===== src/rtl/projection_sequencer.sv =====
// projection_sequencer: walks a programmable point table once per frame,
// drives each entry into the projector, waits out the projector latency,
// captures the projected coordinate and offers it to line_gen over a
// valid/ready handshake.
// Optional build macro PROJ_SEQ_CLIP_EN: off-screen points are skipped and
// pt_last_out marks the last point actually emitted (one-point lookahead).
// Scalar packing on the 48-bit buses: [15:0]=s0, [31:16]=s1, [47:32]=s2.
module projection_sequencer #(
  parameter int N_POINTS     = 16,
  parameter int PROJ_LATENCY = 2,
  parameter int H_ACTIVE     = 1280,
  parameter int V_ACTIVE     = 720
) (
  input  logic                          clk_in,
  input  logic                          rst_n_in,
  input  logic                          start_in,
  input  logic                          cfg_we_in,
  input  logic [$clog2(N_POINTS)-1:0]   cfg_addr_in,
  input  logic signed [47:0]            cfg_scalars_in,
  input  logic [3:0]                    cfg_color_in,
  input  logic [$clog2(N_POINTS+1)-1:0] cfg_count_in,
  output logic signed [47:0]            proj_scalars_out,
  output logic [3:0]                    proj_color_out,
  input  logic signed [31:0]            x_proj_in,
  input  logic signed [31:0]            y_proj_in,
  input  logic [3:0]                    color_proj_in,
  output logic signed [31:0]            pt_x_out,
  output logic signed [31:0]            pt_y_out,
  output logic [3:0]                    pt_color_out,
  output logic                          pt_last_out,
  output logic                          pt_valid_out,
  input  logic                          pt_ready_in,
  output logic                          busy_out,
  output logic                          done_out
);

  localparam int AW = $clog2(N_POINTS);
  localparam int CW = $clog2(N_POINTS + 1);
  localparam int WW = (PROJ_LATENCY < 1) ? 1 : $clog2(PROJ_LATENCY + 1);

  typedef enum logic [2:0] {
    S_IDLE,
    S_ISSUE,
    S_WAIT,
    S_EMIT,
    S_DONE
  } state_t;

  state_t             state;
  logic [CW-1:0]      cnt;
  logic [CW-1:0]      idx;
  logic [WW-1:0]      wait_cnt;
  logic [CW-1:0]      start_cnt;
  logic               at_last;

  logic signed [47:0] tbl_scalars [N_POINTS];
  logic [3:0]         tbl_color   [N_POINTS];

`ifdef PROJ_SEQ_CLIP_EN
  localparam logic signed [31:0] H_LIM = H_ACTIVE;
  localparam logic signed [31:0] V_LIM = V_ACTIVE;

  // Lookahead slot: holds the newest on-screen point until we know whether
  // another on-screen point follows it.
  logic               pend_vld;
  logic signed [31:0] pend_x;
  logic signed [31:0] pend_y;
  logic [3:0]         pend_color;

  function automatic logic in_screen(input logic signed [31:0] x,
                                     input logic signed [31:0] y);
    return (x >= 0) && (x < H_LIM) && (y >= 0) && (y < V_LIM);
  endfunction
`endif

  // A requested point count larger than the table is clamped to the table size.
  function automatic logic [CW-1:0] sat_count(input logic [CW-1:0] c);
    if (int'(c) > N_POINTS) return CW'(N_POINTS);
    return c;
  endfunction

  assign start_cnt = sat_count(cfg_count_in);
  assign at_last   = (idx == cnt - CW'(1));

  // Point table: writable only while idle; out-of-range addresses are ignored.
  always_ff @(posedge clk_in) begin
    if (cfg_we_in && (state == S_IDLE) && (int'(cfg_addr_in) < N_POINTS)) begin
      tbl_scalars[cfg_addr_in] <= cfg_scalars_in;
      tbl_color[cfg_addr_in]   <= cfg_color_in;
    end
  end

  // Frame sequencer: issue, wait projector latency, capture, hand off.
  always_ff @(posedge clk_in or negedge rst_n_in) begin
    if (!rst_n_in) begin
      state            <= S_IDLE;
      cnt              <= '0;
      idx              <= '0;
      wait_cnt         <= '0;
      proj_scalars_out <= '0;
      proj_color_out   <= '0;
      pt_x_out         <= '0;
      pt_y_out         <= '0;
      pt_color_out     <= '0;
      pt_last_out      <= 1'b0;
      pt_valid_out     <= 1'b0;
      busy_out         <= 1'b0;
      done_out         <= 1'b0;
`ifdef PROJ_SEQ_CLIP_EN
      pend_vld         <= 1'b0;
      pend_x           <= '0;
      pend_y           <= '0;
      pend_color       <= '0;
`endif
    end else begin
      done_out <= 1'b0;
      unique case (state)
        S_IDLE: begin
          if (start_in) begin
            cnt      <= start_cnt;
            idx      <= '0;
            busy_out <= 1'b1;
`ifdef PROJ_SEQ_CLIP_EN
            pend_vld <= 1'b0;
`endif
            if (start_cnt == '0) begin
              state    <= S_DONE;
              done_out <= 1'b1;
            end else begin
              state <= S_ISSUE;
            end
          end
        end

        S_ISSUE: begin
          proj_scalars_out <= tbl_scalars[idx[AW-1:0]];
          proj_color_out   <= tbl_color[idx[AW-1:0]];
          wait_cnt         <= WW'(PROJ_LATENCY);
          state            <= S_WAIT;
        end

        S_WAIT: begin
          if (wait_cnt != '0) begin
            wait_cnt <= wait_cnt - WW'(1);
          end else begin
`ifdef PROJ_SEQ_CLIP_EN
            if (in_screen(x_proj_in, y_proj_in)) begin
              pend_x     <= x_proj_in;
              pend_y     <= y_proj_in;
              pend_color <= color_proj_in;
              pend_vld   <= 1'b1;
              if (pend_vld) begin
                // A successor exists, so the held point is not the last one.
                pt_x_out     <= pend_x;
                pt_y_out     <= pend_y;
                pt_color_out <= pend_color;
                pt_last_out  <= 1'b0;
                pt_valid_out <= 1'b1;
                state        <= S_EMIT;
              end else if (at_last) begin
                pt_x_out     <= x_proj_in;
                pt_y_out     <= y_proj_in;
                pt_color_out <= color_proj_in;
                pt_last_out  <= 1'b1;
                pt_valid_out <= 1'b1;
                pend_vld     <= 1'b0;
                state        <= S_EMIT;
              end else begin
                idx   <= idx + CW'(1);
                state <= S_ISSUE;
              end
            end else if (!at_last) begin
              idx   <= idx + CW'(1);
              state <= S_ISSUE;
            end else if (pend_vld) begin
              // Final table entry was off-screen: the held point closes the frame.
              pt_x_out     <= pend_x;
              pt_y_out     <= pend_y;
              pt_color_out <= pend_color;
              pt_last_out  <= 1'b1;
              pt_valid_out <= 1'b1;
              pend_vld     <= 1'b0;
              state        <= S_EMIT;
            end else begin
              state    <= S_DONE;
              done_out <= 1'b1;
            end
`else
            pt_x_out     <= x_proj_in;
            pt_y_out     <= y_proj_in;
            pt_color_out <= color_proj_in;
            pt_last_out  <= at_last;
            pt_valid_out <= 1'b1;
            state        <= S_EMIT;
`endif
          end
        end

        S_EMIT: begin
          if (pt_ready_in) begin
`ifdef PROJ_SEQ_CLIP_EN
            if (pt_last_out) begin
              pt_valid_out <= 1'b0;
              state        <= S_DONE;
              done_out     <= 1'b1;
            end else if (at_last) begin
              // Table exhausted with a point still held: emit it as last.
              pt_x_out     <= pend_x;
              pt_y_out     <= pend_y;
              pt_color_out <= pend_color;
              pt_last_out  <= 1'b1;
              pend_vld     <= 1'b0;
            end else begin
              pt_valid_out <= 1'b0;
              idx          <= idx + CW'(1);
              state        <= S_ISSUE;
            end
`else
            pt_valid_out <= 1'b0;
            if (pt_last_out) begin
              state    <= S_DONE;
              done_out <= 1'b1;
            end else begin
              idx   <= idx + CW'(1);
              state <= S_ISSUE;
            end
`endif
          end
        end

        S_DONE: begin
          state    <= S_IDLE;
          busy_out <= 1'b0;
        end

        default: state <= S_IDLE;
      endcase
    end
  end

endmodule

===== config.mk =====
export PLATFORM = sky130hd
export DESIGN_NAME = projection_sequencer
export DESIGN_NICKNAME = d
export VERILOG_FILES = /design/src/rtl/projection_sequencer.sv
export SDC_FILE = /design/constraint.sdc
export NUM_CORES = 1
export LEC_CHECK = 0
export CAP_MARGIN = 15
export CORE_UTILIZATION = 25
export CTS_CLUSTER_DIAMETER = 100
export CTS_CLUSTER_SIZE = 12
export DETAILED_ROUTE_END_ITERATION = 8
export MAX_ROUTING_LAYER = met4
export PLACE_DENSITY = 0.4
export SLEW_MARGIN = 0
export SYNTH_ARGS = -nofsm -noshare
export SYNTH_HDL_FRONTEND = slang
export SYNTH_SLANG_ARGS = --single-unit

===== constraint.sdc =====
create_clock -name clk_in -period 9.6 [get_ports clk_in]
set_clock_uncertainty 0.1 [all_clocks]
set_input_delay 2.88 -clock clk_in [delete_from_list [all_inputs] [get_ports clk_in]]
set_output_delay 2.88 -clock clk_in [all_outputs]
set_load 0.05 [all_outputs]

# ---- Yosys cells after proc, flatten, opt, wreduce, memory -nomap -nowiden
# Memory sizes are Yosys's and may differ from the RTL's. A register that Yosys moved wholly into a read port is not among the register bits.
# Index checks and enable logic that the tools add are counted.
dict set report totals {
  ff_bits 87
  ram_bits 832
  in_bits 134
  out_inout_bits 124
  wordCells 72
  n_memories 2
}
dict set report op_classes {
  add_sub_neg 3
  n_lt_le_gt_ge 1
  n_eq_ne 10
  mux 27
  n_bitwise 1
  n_reduce_logical 17
}
# memory depth width read_ports rd_clocked_by_memory_dff write_ports line
set memory_table {}
lappend memory_table {tbl_scalars 16 48 1 1 1 56} ;# logic signed [47:0] tbl_scalars [N_POINTS];
lappend memory_table {tbl_color 16 4 1 1 1 57} ;# logic [3:0] tbl_color [N_POINTS];
# operator n
set op_table {}
lappend op_table {{5-bit 2-to-1 mux} 5}
lappend op_table {{3-bit 2-to-1 mux} 5}
lappend op_table {{3-bit case mux with 4 select lines} 1}
lappend op_table {{1-bit 2-to-1 mux} 10}
lappend op_table {{2-bit inequality test (second input constant)} 5}
lappend op_table {{5-bit case mux with 2 select lines} 1}
lappend op_table {{2-bit nonzero test} 5}
lappend op_table {{2-bit AND reduction} 4}
lappend op_table {{3-bit by 2-bit == test with 1-bit output (second input constant)} 2}
lappend op_table {{1-bit case mux with 2 select lines} 3}
lappend op_table {{3-bit AND reduction} 2}
lappend op_table {{5-bit by 1-bit adder with 5-bit output (second input constant)} 1}
lappend op_table {{5-bit == test} 1}
lappend op_table {{5-bit greater-than comparator (second input constant)} 1}
lappend op_table {{5-bit logical NOT} 1}
lappend op_table {{5-bit by 1-bit subtractor with 5-bit output (second input constant)} 1}
lappend op_table {{2-bit case mux with 2 select lines} 1}
lappend op_table {{4-bit AND reduction} 1}
lappend op_table {{3-bit by 1-bit == test with 1-bit output (second input constant)} 1}
lappend op_table {{3-bit == test (second input constant)} 1}
lappend op_table {{3-bit logical NOT} 1}
lappend op_table {{1-bit logical NOT} 2}
lappend op_table {{2-bit 2-to-1 mux} 1}
lappend op_table {{2-bit by 1-bit subtractor with 2-bit output (second input constant)} 1}
lappend op_table {{other kinds (2)} 2}

# ---- Depth between registers and ports, before layout
# Gate-level depths: netlist of the first run.
dict set report logic_depth {
  word_depth 7
  ltp_mapped 8
  depth_no_buf 6
}

# ---- Worst setup path after synthesis of the first run
# Ideal clock, no wire load.
dict set report synth_path {
  path_type {in2reg}
  start {input cfg_addr_in[1]}
  end {memory tbl_color[0][0], enable pin}
  setup_ps 526
  arrival_time_ps 6861
  required_ps 8974
  slack_ps 2113
  stages 2
  n_path_buf 0
  path_cell_list {or3_1 > nor3_1}
}
# element line
set synth_lines {}
lappend synth_lines {{start, declared} 18} ;# input logic [$clog2(N_POINTS)-1:0] cfg_addr_in,
lappend synth_lines {{end, declared} 57}
# No word-level cell before the write port.

# ---- Worst setup path in the final report of the first run
dict set report layout_path {
  start {input cfg_addr_in[0]}
  end {memory tbl_color[11][0], enable pin}
}
# No word-level cell before the write port.

==> run metrics, run 1 <==
status finished clean; IO buf count 257; DR vias/cell 4.46; Post-CTS Setup Bufs 0; post-route setup TNS 0 ps; nets ~2300; post-synth cell types 47; asr flop ratio synth roughly 14%; commonest non-fill, non-tap cell in the layout edfxtp_1; Power Dens Cells 272 nW/um^2; critical path peak fanout 27; Congestion Overflow GR 0; Post-synth top flop edfxtp_1; Mapped Nets 2029; FF+latch count, synth 971; clk sinks 971; Max Cap Viol 0; hold slack about 390 ps; Synth Instances 1892; critical path required time 9820 ps; final WL 96100 um; Final Cycle Share a little under three fifths; Cell Area, Synth 36800 um^2; relative slew slack 23.3%; proportion of layout cells with a drive suffix above 1 15.1%; commonest non-fill, non-tap cells in the layout 832 x edfxtp_1, 256 x clkdlybuf4s50_1, 209 x mux2i_1; Leakage between 10 and 15 nW; synth warn 0; Least-Margin Pin Slew ~1100 ps; Detailed Place HPWL 55000 um; Setup CP Type primary input to register; initial DRC count between 1000 and 1500; clock latency on the worst-skew pair 700 ps; Die Span Y 386 um; first-pass GRT wire length 139000 um; Core Area 146000 um^2; I/O Pins 258; gpl congestion 0.734; CP Capture Type register; CTS tree yes; Avg Inst Size Synth about 19 um^2; remaining antenna violation count 0; Final setup viols 0; area of the multi-input gates 7860 um^2; Post-CTS Hold Buffers 0; clk slew on worst S/H paths approximately 60 ps; fillers 14200; Core Rows 140; # H-tree levels 3; clock root buffer clkbuf_16; DRC 0; Clock Tree Buf Depth 3; Resize count post-CTS 0; Crit path arrival time ~5600 ps; placed cell areas 41600 um^2; via count 18600; count of final hold-check violations 0; RSZ-0062 raised after global routing false; Post-synth EDFFs 832; Core Util, Final a little under a third; Max rail drop VDD 0.153 mV; Fmax achieved 0.187 GHz; gr usage total 13.2%; fin. max-slew vios 0; storage element area approximately 28000 um^2; vias in the first global route slightly below 20000; Avg WL per Cell about 23 um; Worst Setup Start Kind primary input; die width a little under 400 um; minimum clock period 5340 ps; initial antenna violation count 11; sequential area share after synthesis 77.4%; cts bufs inserted 92; Finished Cell Area 44400 um^2; Die Footprint 149000 um^2; HP Class register to register; Starting Density 25.2%; drt first pass iters 5; pin count of the biggest net entering global routing 94; synth-to-layout area growth 20.7%
-- cell families after synthesis --
| group | Yosys count | share of synthesized area (%) |
|---|---|---|
| flops | 971 | 77.4 |
| mux | 383 | 14.2 |
| compound gates | 284 | 4.87 |
| simple gates | 123 | 1.57 |
| buf+inv | 118 | 1.67 |
| xor+xnor | 10 | 0.238 |
| fa+ha+maj | 3 | 0.102 |
-- area by class of cell --
cell class | instances | share of cell area (%)
Antenna cell | 10 | 0.0563
Clock buffer | 162 | 5.80
Clock inverter | 10 | 0.310
Inverter | 7 | 0.0592
Multi-Input combinational cell | 803 | 17.7
Sequential cell | 971 | 64.1
Tap cell | 1917 | 5.40
Timing Repair Buffer | 296 | 6.57
-- path summary, 6_finish.rpt --
| check | cells after the start | end | slack (ps) | start |
|---|---|---|---|---|
| max | 4 | tbl_color[11][0] | 4260 | cfg_addr_in[0] |
| min | 1 | pt_x_out[29] | 390 | pt_x_out[29] |
| max reg2reg | 4 | tbl_color[11][0] | 5630 | state[0] |
| min reg2reg | 1 | pt_x_out[29] | 390 | pt_x_out[29] |
| max in group asynchronous | 2 | idx[2] | 5980 | rst_n_in |
| min in group asynchronous | 1 | pt_x_out[13] | 2040 | rst_n_in |
-- report_power, final --
part	switching [W]	internal [W]	total, W
clock network	0.00158	0.00183	0.00341
logic	0.00218	0.00131	0.00349
registers	0.000284	0.00491	0.00519
total	0.00405	0.00805	0.0121
-- metal layers --
layer / share of wire [%] / vias up / global-route usage, %
li1: - / 8262 / -
met1: 44 / 9815 / 16.5
met2: 49 / 427 / 21.7
met3: 4.8 / 123 / 2.40
met4: 2.0 / 0 / 3.94
met5: 0 / - / -
-- worst max-delay path: stages --
cell	delay, ps
clkdlybuf4s50_1	580
nand4_1	400
nor2_4	1030
buf_4	620
-- state kept, by name, summed over array words and instances (netlist names), 2 cells and up --
signal            count
pt_y_out             32
proj_scalars_out     48
proj_color_out        4
cnt                   5
pt_x_out             32
tbl_color            64
tbl_scalars         768
state                 3
pt_color_out          4
wait_cnt              2
idx                   5
-- synthesized netlist by cell type (2+ instances only) --
cell type / instances / area [um^2]
mux2_2: 64 / 721
inv_1: 7 / 26.3
nor3_1: 7 / 35.0
nand3_1: 4 / 20.0
nand4_1: 2 / 12.5
nand3b_1: 3 / 22.5
a221oi_1: 52 / 455
nand2b_1: 4 / 25.0
edfxtp_1: 832 / 25000
o2bb2ai_1: 2 / 17.5
xnor2_1: 6 / 52.6
clkbuf_1: 52 / 195
buf_6: 10 / 113
mux2_1: 6 / 67.6
dfrtp_1: 139 / 3480
nand2_1: 13 / 48.8
nor2_1: 74 / 278
nor2b_1: 2 / 12.5
o22ai_1: 55 / 344
a21oi_1: 56 / 280
nand4b_1: 3 / 26.3
mux4_2: 104 / 2340
and2_1: 2 / 12.5
buf_1: 2 / 7.51
a31oi_1: 54 / 338
mux2i_1: 209 / 2090
buf_2: 32 / 160
buf_4: 15 / 113
o21ai_0: 57 / 285
xor2_1: 4 / 35.0
ha_1: 3 / 37.5
a211oi_1: 2 / 15.0
-- stage by stage --
step	instances	setup slack [ps]	power, W
after floorplan	1892	2110	0.00756
after global routing	4175	4110	0.0127
after global placement	3991	3440	0.00885
after detailed placement	3991	3350	0.00888
final	4176	4260	0.0121
after CTS	4163	4160	0.0124
Note: power is estimated with default switching activity, not from simulation.
==> inputs of run 2 (changes only) <==
--- a/config.mk
+++ b/config.mk
@@ -11,7 +11,7 @@
 export CTS_CLUSTER_SIZE = 12
 export DETAILED_ROUTE_END_ITERATION = 8
 export MAX_ROUTING_LAYER = met4
-export PLACE_DENSITY = 0.4
+export PLACE_DENSITY = 0.41
 export SLEW_MARGIN = 0
 export SYNTH_ARGS = -nofsm -noshare
 export SYNTH_HDL_FRONTEND = slang
==> constraint.sdc (replaced) <==
create_clock -name clk_in -period 4.5 [get_ports clk_in]
set_clock_uncertainty 0.1 [all_clocks]
set_input_delay 1.35 -clock clk_in [delete_from_list [all_inputs] [get_ports clk_in]]
set_output_delay 1.35 -clock clk_in [all_outputs]
set_load 0.05 [all_outputs]
==> run 2 against run 1 <==
Non-clock buffer count up 7. First-iteration DRC count down 1.1%. Power up 110%. Sequential share of layout area down 0.31 points. Final area up 0.49%. Largest cell class unchanged. Wire length down 2.9%. Clock power up 110%. Critical endpoint is now proj_scalars_out[3]. Core utilization up 0.15 points. Cell count about the same. Global-route usage down 0.36 points. Highest routed layer unchanged.
==> run metrics, run 2 (synthesis results as in run 1) <==
status finished clean; max reg flops 768; count of final hold-check violations 0; Max rail drop VDD 0.267 mV; Leakage 13.9 nW; CP Capture Type output port; synth-to-layout area growth 21.3%; initial antenna violation count 12; crit path cell chain clkdlybuf4s50_1; Post-CTS Hold Buffers 0; Avg WL per Cell 22.3 um; clock latency on the worst-skew pair roughly 670 ps; CP bufs+invs 1; gpl congestion 0.727; Detailed Place HPWL 54100 um; Die Span Y between 300 and 400 um; Starting Density 25.2%; Tot Pwr 0.0257 W; Setup CP Type register to output port; hold slack a little under 400 ps; Final Non-Filler Cells 4180; Congestion Overflow GR 0; HP Class register to register; clock root buffer clkbuf_16; Worst R2R Setup Slack around 1400 ps; Worst path max stage delay approximately 860 ps; Resize count post-CTS 0; CTS tree yes; Die Footprint 149000 um^2; DR vias/cell 4.43; pin count of the biggest net entering global routing around 110; vias in the first global route 19900; critical path peak fanout 2; Power Dens Cells 576 nW/um^2; Placement Setup Slack 726 ps; critical path required time 3050 ps; # H-tree levels 3; clk slew on worst S/H paths 60 ps; Fmax achieved 0.289 GHz; nets ~2300; die width 386 um; fin. max-slew vios 0; Clock Tree Buf Depth 3; relative slew slack 33.8%; CP max-delay cell clkdlybuf4s50_1; RSZ-0062 raised after global routing false; delay-heaviest family, CP buffers and inverters; commonest non-fill, non-tap cell in the layout edfxtp_1; Worst Setup Start Kind register; DRC 0; final WL 93400 um; initial DRC count 1157; commonest non-fill, non-tap cells in the layout 832 x edfxtp_1, 256 x clkdlybuf4s50_1, 209 x mux2i_1; drt first pass iters 5; placed insts 4001; proportion of layout cells with a drive suffix above 1 approximately 15%; Core Rows 140; I/O Pins 258; Crit path arrival time roughly 2000 ps; post-route setup TNS 0 ps; Final setup viols 0; remaining antenna violation count 0; Post-CTS Setup Bufs 0; final setup margin 1050 ps; clk sinks 971; minimum clock period 3450 ps; gr usage total roughly an eighth; Regs by FF count tbl_scalars x768, tbl_color x64, proj_scalars_out x48; IO buf count approximately 260; Biggest register tbl_scalars; Max Cap Viol 0; cts bufs inserted about 90; CP startpoint proj_scalars_out[3]; first-pass GRT wire length approximately 140000 um; Core Area 146000 um^2; via count 18500; Final Cycle Share 76.8%; Least-Margin Pin Slew 992 ps; Worst R2R Start state[1]; min-delay src pt_x_out[23]
run 2: changes by cell type in the layout (fill, tap and decap cells not counted):
cell and change:
buf_12 +13, buf_4 -6, clkinv_8 -4, nor3_2 -4, nor3_4 +4, clkbuf_16 +2, clkinvlp_4 +1, diode_2 -1
inv_8 -1
run 2: metrics by stage:
step,instance area [um^2],utilization [%]
floorplan,36800,-
detailed placement,41900,28.7
finish,44600,30.6
CTS,44600,30.6
global placement,41900,28.7
global route,44600,30.6
run 2: worst paths after layout:
check                                             to  cells past startpoint
worst max-delay path             proj_scalars_out[3]                      1
worst min-delay path                    pt_x_out[23]                      1
worst max register to register    tbl_scalars[0][39]                      5
worst min register to register          pt_x_out[23]                      1
max in group asynchronous       proj_scalars_out[10]                      2
min in group asynchronous        proj_scalars_out[8]                      1
run 2: layout make-up:
type | count | area [um^2]
Antenna cell | 9 | 22.5
Clock buffer | 164 | 2630
Clock inverter | 6 | 68.8
Fill cell | 14100 | 101000
Inverter | 7 | 26.3
Multi-Input combinational cell | 803 | 7890
Sequential cell | 971 | 28500
Tap cell | 1917 | 2400
Timing Repair Buffer | 303 | 3130
run 2: per-layer routing:
layer  GRT usage (%)  vias up  wire length [um]
met5               -        -                 0
met4            3.24        0              1510
met3            2.50      100              4400
met2            21.5      406             46100
met1            15.9     9720             41300
li1                -     8274                 -
run 2: report_power, final:
group	internal (W)	total (W)	switching (W)
sequential	0.0105	0.0111	0.000606
clock	0.00394	0.00720	0.00326
combinational	0.00284	0.00742	0.00458
